===== config.mk =====
export PLATFORM = sky130hd
export DESIGN_NAME = snake_input_ctrl_flat
export DESIGN_NICKNAME = d
export VERILOG_FILES = /design/src/rtl/snake_input_ctrl_if.sv /design/src/rtl/snake_input_ctrl.sv /design/src/flat_wrapper.sv
export SDC_FILE = /design/constraint.sdc
export NUM_CORES = 1
export LEC_CHECK = 0
export ABC_AREA = 1
export CORE_ASPECT_RATIO = 1.2
export CORE_UTILIZATION = 55
export DETAILED_ROUTE_END_ITERATION = 10
export PLACE_DENSITY = 0.86
export SETUP_SLACK_MARGIN = 0.1
export SKIP_CTS_REPAIR_TIMING = 1
export SYNTH_ARGS = -nofsm -noshare
export SYNTH_HDL_FRONTEND = slang
export SYNTH_SLANG_ARGS = --single-unit

===== constraint.sdc =====
create_clock -name clk -period 2 [get_ports clk]
set_input_delay 0.4 -clock clk [delete_from_list [all_inputs] [get_ports clk]]
set_output_delay 0.4 -clock clk [all_outputs]
set_load 0.005 [all_outputs]

===== src/rtl/snake_input_ctrl_if.sv =====
// Bundles the button/tick inputs and the direction/queue-status outputs of
// snake_input_ctrl.
//   btn        raw push buttons (bit0 up, bit1 right, bit2 down, bit3 left)
//   tick       one-cycle pulse at each snake step
//   control    current direction (0 up, 1 right, 2 down, 3 left)
//   pending    turn queue non-empty
//   fifo_count number of queued turns
//   overflow   sticky, an accepted turn was lost to a full queue
// master: the side that drives buttons/tick; slave: the controller.
interface snake_input_ctrl_if #(
   parameter int FIFO_DEPTH = 2
);
   localparam int CNT_W = $clog2(FIFO_DEPTH) + 1;

   logic [3:0]       btn;
   logic             tick;
   logic [1:0]       control;
   logic             pending;
   logic [CNT_W-1:0] fifo_count;
   logic             overflow;

   modport master (
      output btn, tick,
      input  control, pending, fifo_count, overflow
   );

   modport slave (
      input  btn, tick,
      output control, pending, fifo_count, overflow
   );
endinterface


===== src/rtl/snake_input_ctrl.sv =====
// Snake direction controller: synchronises and debounces four buttons,
// turns debounced rising edges into turn requests, filters redundant and
// reversing turns, and queues accepted turns so one is applied per tick.
// Ports:
//   clk  system clock
//   rst  synchronous, active-high reset
//   bus  snake_input_ctrl_if.slave (btn, tick in; control, pending,
//        fifo_count, overflow out)
module snake_input_ctrl #(
   parameter int         DEBOUNCE_CYCLES = 4,
   parameter int         FIFO_DEPTH      = 2,
   parameter logic [1:0] INIT_DIR        = 2'd1
) (
   input logic               clk,
   input logic               rst,
   snake_input_ctrl_if.slave bus
);
   localparam int DW = $clog2(DEBOUNCE_CYCLES) + 1;
   localparam int PW = $clog2(FIFO_DEPTH);
   localparam int CW = PW + 1;
   localparam logic [DW-1:0] DEB_LAST = DW'(DEBOUNCE_CYCLES - 1);
   localparam logic [CW-1:0] FULL     = CW'(FIFO_DEPTH);

   logic [3:0]    sync_a;
   logic [3:0]    sync_b;
   logic [3:0]    deb;
   logic [3:0]    deb_prev;
   logic [DW-1:0] deb_cnt [4];

   logic [1:0]    fifo_mem [FIFO_DEPTH];
   logic [PW-1:0] wr_ptr;
   logic [PW-1:0] rd_ptr;
   logic [CW-1:0] count;
   logic [1:0]    control_r;
   logic          overflow_r;

   logic [3:0]    press;
   logic [1:0]    cand;
   logic [1:0]    ref_dir;
   logic [PW-1:0] tail_ptr;
   logic          accepted;
   logic          pop;
   logic          push;

   always_comb begin
      press    = deb & ~deb_prev;
      cand     = 2'd3;
      if (press[0])      cand = 2'd0;
      else if (press[1]) cand = 2'd1;
      else if (press[2]) cand = 2'd2;
      tail_ptr = wr_ptr - PW'(1);
      // Compare against the last queued turn so a queued pair cannot reverse.
      ref_dir  = (count != '0) ? fifo_mem[tail_ptr] : control_r;
      accepted = (press != 4'd0) && (cand != ref_dir) && (cand != (ref_dir ^ 2'b10));
      pop      = bus.tick && (count != '0);
      // A simultaneous pop frees a slot, so a full queue still accepts.
      push     = accepted && ((count < FULL) || pop);
   end

   always_ff @(posedge clk) begin
      if (rst) begin
         sync_a     <= '0;
         sync_b     <= '0;
         deb        <= '0;
         deb_prev   <= '0;
         for (int i = 0; i < 4; i++) deb_cnt[i] <= '0;
         wr_ptr     <= '0;
         rd_ptr     <= '0;
         count      <= '0;
         control_r  <= INIT_DIR;
         overflow_r <= 1'b0;
      end else begin
         sync_a   <= bus.btn;
         sync_b   <= sync_a;
         deb_prev <= deb;
         for (int i = 0; i < 4; i++) begin
            if (sync_b[i] == deb[i]) begin
               deb_cnt[i] <= '0;
            end else if (deb_cnt[i] == DEB_LAST) begin
               deb[i]     <= ~deb[i];
               deb_cnt[i] <= '0;
            end else begin
               deb_cnt[i] <= deb_cnt[i] + DW'(1);
            end
         end
         if (pop) begin
            control_r <= fifo_mem[rd_ptr];
            rd_ptr    <= rd_ptr + PW'(1);
         end
         if (push)
            wr_ptr <= wr_ptr + PW'(1);
         if (accepted && !push)
            overflow_r <= 1'b1;
         count <= count + CW'(push) - CW'(pop);
      end
   end

   // When full with push and pop together, wr_ptr equals rd_ptr; the pop
   // above reads the old entry before this write lands.
   always_ff @(posedge clk) begin
      if (push && !rst)
         fifo_mem[wr_ptr] <= cand;
   end

   assign bus.control    = control_r;
   assign bus.fifo_count = count;
   assign bus.pending    = (count != '0);
   assign bus.overflow   = overflow_r;
endmodule

===== src/flat_wrapper.sv =====
// flat-port wrapper written by rule: the top's interface ports become plain ports
module snake_input_ctrl_flat 
#(
   parameter int         DEBOUNCE_CYCLES = 4,
   parameter int         FIFO_DEPTH      = 2,
   parameter logic [1:0] INIT_DIR        = 2'd1
)
  (clk, rst, bus_btn, bus_tick, bus_control, bus_pending, bus_fifo_count, bus_overflow);
  snake_input_ctrl_if #(.FIFO_DEPTH(FIFO_DEPTH)) bus_i ();
  input logic clk;
  input logic rst;
  input wire logic [$bits(bus_i.btn)-1:0] bus_btn;
  input wire logic [$bits(bus_i.tick)-1:0] bus_tick;
  output wire logic [$bits(bus_i.control)-1:0] bus_control;
  output wire logic [$bits(bus_i.pending)-1:0] bus_pending;
  output wire logic [$bits(bus_i.fifo_count)-1:0] bus_fifo_count;
  output wire logic [$bits(bus_i.overflow)-1:0] bus_overflow;
  assign bus_i.btn = bus_btn;
  assign bus_i.tick = bus_tick;
  assign bus_control = bus_i.control;
  assign bus_pending = bus_i.pending;
  assign bus_fifo_count = bus_i.fifo_count;
  assign bus_overflow = bus_i.overflow;
  snake_input_ctrl #(.DEBOUNCE_CYCLES(DEBOUNCE_CYCLES), .FIFO_DEPTH(FIFO_DEPTH), .INIT_DIR(INIT_DIR)) u_core (.clk(clk), .rst(rst), .bus(bus_i));
endmodule

---- Word-level counts from Yosys, hierarchy flattened ----
Memories as Yosys holds them, arrays and structs flattened. A register that Yosys moved wholly into a read port is not among the register bits.
Cells that the tools add are included.
word-level totals
  bits in writable memories ............... 16
  register bits ........................... 21
  memories ................................ 2
  output and inout port bits .............. 6
operators by class
  muxes and demuxes ....................... 64
  $add $sub $neg .......................... 9
  order comparisons ....................... 1
  equal/unequal tests ..................... 10
  reductions and logical operators ........ 15
  bitwise operators ....................... 23
memories
  memory           words  width  read ports  clocked after Yosys merged registers in  wr ports  RTL line                text
  u_core.deb_cnt   4      3      4           0                                        4         snake_input_ctrl.sv:28  logic [DW-1:0] deb_cnt [4];
  u_core.fifo_mem  2      2      2           1                                        1         snake_input_ctrl.sv:30  logic [1:0] fifo_mem [FIFO_DEPTH];
operators by type and width
  cell                                                                   count
  1-bit 2-to-1 mux                                                       49
  3-bit 2-to-1 mux                                                       12
  3-bit by 1-bit adder with 3-bit output, second input constant          4
  3-bit by 2-bit equality test with 1-bit output, second input constant  4
  1-bit OR                                                               12
  1-bit NOT                                                              9
  2-bit AND reduction                                                    4
  1-bit logical AND                                                      6
  2-bit 2-to-1 mux                                                       3
  4-bit AND                                                              1
  1-bit equality test                                                    4
  2-bit inequality test                                                  2
  4-bit NOT                                                              1
  4-bit nonzero test                                                     1
  1-bit adder, second input constant                                     2
  2-bit by 1-bit adder with 2-bit output                                 1
  1-bit logical NOT                                                      2
  2-bit < comparator, second input constant                              1
  2-bit nonzero test                                                     1
  2-bit by 1-bit subtractor with 2-bit output                            1
  1-bit logical OR                                                       1
  1-bit subtractor, second input constant                                1

---- Depth between registers and ports, before layout ----
Gate-level depths: netlist (run 1).
  depth in word-level cells ............... 12
  gate-level depth with buffers ........... 10
  depth with buffers taken out ............ 10

---- Worst setup path before layout (run 1) ----
OpenSTA, ideal clock, no wires.
  kind .................................... register to register
  from .................................... register u_core.count[1] (netlist: u_core.bus.fifo_count[1])
  to ...................................... memory u_core.fifo_mem[1][0] (enable)
  required time ........................... 1.671 ns
  arrival ................................. 1.099 ns
  library setup time ...................... 0.329 ns
  cell stages (with the launch flop) ...... 8
  setup slack ............................. 0.572 ns
  path through ............................ dfxtp_1 inv_2 nand2_2 nand2_1 nand2_1 a21oi_4 nand3_2 nor3_1
between the ends
  cells in the longest elaborated chain, start to end .. 9
  elaborated cells between the ends (all ways) .. 14
  those cells by class .................... 1 x order compare; 2 x eq/ne; 3 x mux; 1 x bitwise; 7 x reduce/logical
RTL lines
  element                                                            RTL line                 text
  start: declaration                                                 snake_input_ctrl.sv:33   logic [CW-1:0] count;
  start signal: assignment                                           snake_input_ctrl.sv:94   count <= count + CW'(push) - CW'(pop);
  2-bit nonzero test (*)                                             -
  via bus_pending                                                    flat_wrapper.sv:15       output wire logic [$bits(bus_i.pending)-1:0] bus_pending;
  2-bit 2-to-1 mux                                                   snake_input_ctrl.sv:53   ref_dir = (count != '0) ? fifo_mem[tail_ptr] : control_r;
  2-bit inequality test / 1-bit NOT (equally long branches)          -
  1-bit logical AND / 2-bit inequality test (equally long branches)  snake_input_ctrl.sv:54   accepted = (press != 4'd0) && (cand != ref_dir) && (cand != (ref_dir ^ 2'b10));
  1-bit logical AND                                                  snake_input_ctrl.sv:54
  1-bit logical AND (*)                                              snake_input_ctrl.sv:57   push = accepted && ((count < FULL) || pop);
  1-bit logical AND (*)                                              snake_input_ctrl.sv:101  if (push && !rst)
  1-bit 2-to-1 mux (*)                                               snake_input_ctrl.sv:101
  1-bit 2-to-1 mux (implied by the code) (*)                         snake_input_ctrl.sv:102  fifo_mem[wr_ptr] <= cand;
  end: declaration                                                   snake_input_ctrl.sv:30
The timed path passes the listed nets; every way through them passes the cells marked *.

---- Final worst setup path (run 1) ----
  from .................................... register u_core.count[1] (netlist: u_core.bus.fifo_count[1])
  to ...................................... output port bus_pending
between the ends
  cells in the longest elaborated chain, start to end .. 1
RTL lines
  element             RTL line                 text
  2-bit nonzero test  snake_input_ctrl.sv:107  assign bus.pending = (count != '0);
  end: declaration    flat_wrapper.sv:15
Every way passes these cells.

==> impl_metrics.toml, run 1 <==
[pwr]
p_int_uw = 1303
fin_total_pwr_uw = 1826
ir_drop_mv = 0.6433
pwr-share-comb = 0.236
power.share.switching = 0.2862
seqPwrFrac = 0.521
power_switching_uw = 522.5
p_clk_frac = 0.244
powerDensity_nw_per_um2 = 947.5
leakage_uw = 0.0008438

[clocking]
cts-buffers-inserted = 5
clock_latency_ns = 0.34
clkSinkCount = 39
cts_tree = "built"
root_buffer = "clkbuf_4"
clockBufferDepth = 2
clk_pin_slew_worst_paths_ns = 0.11
htreeDepth = 2

[sta]
period_share = 0.8872
rsz0062_at_grt = "no"
fmax_ghz = 0.5635
setup_viol_count_final = 0
hold_viol = 0
maxSlewViolCount = 0
tns_ns = 0
min_period_ns = 1.774
fin_ws_ns = 0.2255
skew_ns = 0.01421

[detailed_routing]
routed_via_density = 4.867
routed_wl_mm = 2.584
drt-initial-drc-count = 29
vias = 1173
drc = 0
first_pass_iters = 4
ant_nets = 0
routedWlPerCell_um = 10.72

[placement]
routabilityCongestion = 0.7572
pre_cts_slack_ns = 0.1033
placed_cell_area_um2 = 1858
io_buffer_count = 12
dp.cells = 233
dpl.hpwl_mm = 1.991

[die]
rows = 21
die_area_um2 = 3218
start_util = 0.5857
coreArea_um2 = 2811
die_y_um = 61.94
die_w_um = 51.95
ios = 13

[logic_synthesis]
synth.distinct_cells = 24
yosys_warnings = 0
postSynthAreaPerCell_um2 = 9.356
mappedNetlistArea_um2 = 1647
syn_inst = 176
synth_seq_area_share = 0.5714
ys_seq_elements = 39

[grt]
grt_pass1_wl_mm = 4.416
grt_pass1_vias = 1131
grt_use_total = 0.1949
grt_max_degree = 12
overflow = 0
antenna_found_initial = 0

[critical_path]
end_kind = "output port"
startpoint = "u_core.bus.fifo_count[1]$_SDFF_PP0_"
rr_startpoint = "u_core.deb[0]$_SDFFE_PP0N_"
start_kind = "flop"
crit_fanout = 4
critPathKind = "flop to output port"
cp.required_ns = 1.60
arrival_ns = 1.37

[cells_and_area]
nets = 222
area_delta_synth_final_pct = 17.02
seq_area_um2 = 940.9
finalInstanceArea_um2 = 1927
multi_input_area_um2 = 600.6
diodes = 0
finalNonFillerCells = 241
fillerInstances = 219
drive_gt1_frac = 0.1159

[min_path]
hold_class = "flop to flop"
min-delay-start = "u_core.sync_a[3]$_SDFF_PP0_"

[run_status]
outcome = "complete, no violations"

[run]
maxCapViolCount = 0
## metal layers
| layer | vias up | part of all wire | global-route usage |
|---|---|---|---|
| li1 | 613 | - | - |
| met1 | 532 | 0.42 | 0.1929 |
| met2 | 23 | 0.52 | 0.3700 |
| met3 | 5 | 0.041 | 0.05839 |
| met4 | 0 | 0.018 | 0.09266 |
| met5 | - | 0 | 0 |
## synth_stat cells (all sizes together)
cell type  count  share of area
a21oi         14          0.054
buf            1         0.0046
clkbuf         2         0.0046
conb           1         0.0023
dfxtp         23           0.28
edfxtp        16           0.29
ha             9          0.068
inv           35          0.080
nand2         18          0.044
nand3          4          0.015
nand4          1         0.0076
nor2          34          0.084
nor3           1         0.0030
o211ai         5          0.023
o21ai         11          0.033
xnor2          1         0.0053
## worst max-delay path, stage by stage (launching register included)
cell             delay, ns
dfxtp_1               0.41
inv_2                 0.06
nand2_2               0.07
clkdlybuf4s50_1       0.49
## placed cells by master, fill, tap and decap left out
master / count
a21oi_1: 11
clkbuf_8: 2
clkbuf_4: 5
o211ai_1: 5
clkdlybuf4s50_1: 12
nor2_1: 32
nor3_1: 1
dfxtp_1: 23
nor2_2: 1
clkbuf_1: 1
xnor2_1: 1
nand3_2: 1
o21ai_0: 9
a21oi_2: 2
inv_1: 30
inv_2: 5
nand2_2: 2
conb_1: 12
a21oi_4: 1
nand2_1: 16
nor2_4: 1
nand4_2: 1
edfxtp_1: 16
buf_4: 3
nand3_1: 3
ha_1: 9
o21ai_1: 2
## worst paths after layout
check	slack, ns	cells past startpoint	end
hold / removal	0.39	2	u_core.sync_b[3]$_SDFF_PP0_
hold reg to reg	0.39	2	u_core.sync_b[3]$_SDFF_PP0_
setup reg to reg	0.35	6	u_core.fifo_mem[1][1]$_DFFE_PP_
setup / recovery	0.23	3	bus_pending
## logic make-up after synthesis
group | Yosys count | synth area share
AND/OR/NAND/NOR | 58 | 0.1535
flip-flops | 39 | 0.5714
buffers and inverters | 38 | 0.08891
AO/OA/AOI/OAI | 30 | 0.1102
adder cells (fa/ha/maj) | 9 | 0.06839
XOR/XNOR | 1 | 0.005320
other | 1 | 0.002277
## flip-flops by register name, indices dropped and copies added (netlist names)
signal and cells:
u_core.sync_b 4, u_core.wr_ptr 1, u_core.bus.control 2, u_core.deb_cnt 12, u_core.bus.overflow 1, u_core.bus.fifo_count 2
u_core.fifo_mem 4, u_core.deb_prev 4, u_core.deb 4, u_core.sync_a 4, u_core.rd_ptr 1
## stage by stage
step / utilization / hold slack [ns]
finish: 0.6854 / 0.3927
detailed placement: 0.6609 / 0.3964
global placement: 0.6609 / 0.3922
CTS: 0.6854 / 0.4016
global route: 0.6854 / 0.4258
floorplan: - / 0.3883
## power by group through the flow
| stage | registers (uW) | logic [uW] | clock network, uW |
|---|---|---|---|
| after CTS | 950 | 431 | 460 |
| final | 950 | 430 | 445 |
| after global routing | 958 | 487 | 486 |
| after global placement | 965 | 405 | 0 |
| after floorplan | 963 | 274 | 0 |
| after detailed placement | 969 | 430 | 0 |
## final cells by class
cell class                      count  area share
Clock buffer                        8     0.03571
Inverter                           35     0.06818
Multi-Input combinational cell    110      0.3117
Sequential cell                    39      0.4883
Timing Repair Buffer               15     0.07403
Tap cell                           34     0.02208
No activity file was read; power rests on OpenSTA's default activity.
==> run 2: changes to the inputs <==
GPL_ROUTABILITY_DRIVEN = 1   (was default)
==> results of run 2 <==
The final DEF is identical to that of run 1; final timing and power are the same.
==> run 3: changes to the inputs <==
CTS_CLUSTER_SIZE = 10   (was default)
clock period = 1.9 ns   (was 2 ns; I/O delays follow)
==> run 3 against run 2 <==
Via count is 0.68% lower. Clock skew hardly changed. Sequential power is 5% higher. Critical endpoint unchanged. Combinational power is 5.8% higher. Largest cell class unchanged. Sequential share of layout area hardly changed. Register-to-register slack worse by 0.10 ns. Final cell count stayed put. Design area hardly changed. Largest power group unchanged. Critical path type unchanged. Global-route usage stayed put. Flip-flop and latch count stayed put. Total power is 5.2% higher.
==> impl_metrics.toml, run 3 (synthesis gave the netlist of run 1 again) <==
[run_status]
outcome = "complete, no violations"

[sta]
fmax_ghz = 0.5852
maxSlewViolCount = 0
min_period_ns = 1.709
tns_ns = 0
hold_viol = 0
rsz0062_at_grt = "no"
period_share = 0.8993
whs_ns = 0.4005
setup_viol_count_final = 0
skew_ns = 0.01423

[critical_path]
reg2reg_setup_slack_ns = 0.25
slowest_stage = "clkdlybuf4s50_1"
rr_endpoint = "u_core.fifo_mem[1][1]$_DFFE_PP_"
slowest_delay_ns = 0.49
rr_startpoint = "u_core.deb[0]$_SDFFE_PP0N_"
r2r_cells = 6
cp.required_ns = 1.52
critical_path_buf_inv_count = 2
arrival_ns = 1.33
cp_top_family = "buffers and inverters"
end_kind = "output port"
crit_fanout = 3
start_kind = "flop"
path_cells = "inv_2 > nand2_2 > clkdlybuf4s50_1"
critPathKind = "flop to output port"

[min_path]
min-delay-start = "u_core.sync_a[3]$_SDFF_PP0_"
min_to = "u_core.sync_b[3]$_SDFF_PP0_"
hold_class = "flop to flop"
hold_path_depth = 2

[cells_and_area]
area_delta_synth_final_pct = 17.10
multi_input_area_um2 = 600.6
layout_commonest_cell = "nor2_1"
largest_reg_flops = 12
seq_area_um2 = 942.2
drive_gt1_frac = 0.1208
final_cell_mix = "32 x nor2_1, 30 x inv_1, 22 x dfxtp_1"
nets = 222
finalNonFillerCells = 241
fillerInstances = 220
diodes = 0
regMostFlops = "u_core.deb_cnt"

[run]
maxCapViolCount = 0

[clocking]
cts-buffers-inserted = 5
clkSinkCount = 39
root_buffer = "clkbuf_4"
cts_tree = "built"
clockBufferDepth = 2
clk_pin_slew_worst_paths_ns = 0.11
htreeDepth = 2
clock_latency_ns = 0.34

[grt]
grt_pass1_wl_mm = 4.416
grt_pass1_vias = 1131
grt_use_total = 0.1949
grt_max_degree = 12
antenna_found_initial = 0
overflow = 0

[detailed_routing]
vias = 1165
routedWlPerCell_um = 10.73
routed_via_density = 4.834
drt-initial-drc-count = 25
first_pass_iters = 4
ant_nets = 0
routed_wl_mm = 2.585
drc = 0

[placement]
dp.cells = 233
io_buffer_count = 12
routabilityCongestion = 0.7572
dpl.hpwl_mm = 1.991

[pwr]
leakage_uw = 0.0008442
ir_drop_mv = 0.6641
powerDensity_nw_per_um2 = 996.6

[die]
die_area_um2 = 3218
die_w_um = 51.95
start_util = 0.5857
coreArea_um2 = 2811
die_y_um = 61.94
rows = 21
ios = 13
run 3: cell types whose count changed in the layout (fill, tap and decap cells not counted):
cell and delta:
dfxtp_1 -1, dfxtp_2 +1
run 3: stage by stage:
| stage | setup WS [ns] | total power (uW) | cell area (um^2) | util |
|---|---|---|---|---|
| after floorplan | 0.4721 | 1302 | 1688 | - |
| after global placement | 0.1258 | 1442 | 1858 | 0.6609 |
| after detailed placement | 0.02330 | 1472 | 1858 | 0.6609 |
| after CTS | 0.1236 | 1938 | 1927 | 0.6854 |
| after global routing | 0.1204 | 2040 | 1928 | 0.6858 |
| final | 0.1913 | 1921 | 1928 | 0.6858 |
run 3: final cells by class:
cell class	instances	share of cell area
Multi-Input combinational cell	110	0.3115
Clock buffer	8	0.03569
Tap cell	34	0.02206
Inverter	35	0.06814
Sequential cell	39	0.4886
Timing Repair Buffer	15	0.07398
run 3: worst reg2reg max path, stage by stage, from the launching register on:
cell	delay (ns)
dfxtp_1	0.38
inv_2	0.07
o21ai_1	0.18
nor2_1	0.10
a21oi_4	0.16
nand3_2	0.14
nor3_1	0.31
run 3: worst max path at each step:
stage	start	to	slack (ns)	cells after the start
5_1_grt	u_core.bus.fifo_count[0]$_SDFF_PP0_	bus_pending	0.12	3
6_report	u_core.bus.fifo_count[0]$_SDFF_PP0_	bus_pending	0.19	3
4_1_cts	u_core.bus.fifo_count[1]$_SDFF_PP0_	bus_pending	0.12	3
2_1_floorplan	u_core.bus.fifo_count[1]$_SDFF_PP0_	u_core.fifo_mem[1][0]$_DFFE_PP_	0.47	7
3_5_place_dp	bus_tick	u_core.fifo_mem[1][1]$_DFFE_PP_	0.02	5
3_3_place_gp	bus_tick	u_core.bus.fifo_count[1]$_SDFF_PP0_	0.13	8
run 3: routing by layer:
metal	GRT usage	vias to the layer above	wire [um]
li1	-	612	-
met1	0.1929	526	1072
met2	0.3700	23	1383
met3	0.05839	4	93
met4	0.09266	0	35
met5	0	-	0
run 3: power breakdown:
part | internal (uW) | switching [uW] | leakage (uW) | total, uW
clock network | 218 | 246 | 0.0000386 | 464
registers | 949 | 53.4 | 0.000347 | 1000
logic | 208 | 248 | 0.000459 | 455
total | 1370 | 547 | 0.000844 | 1920
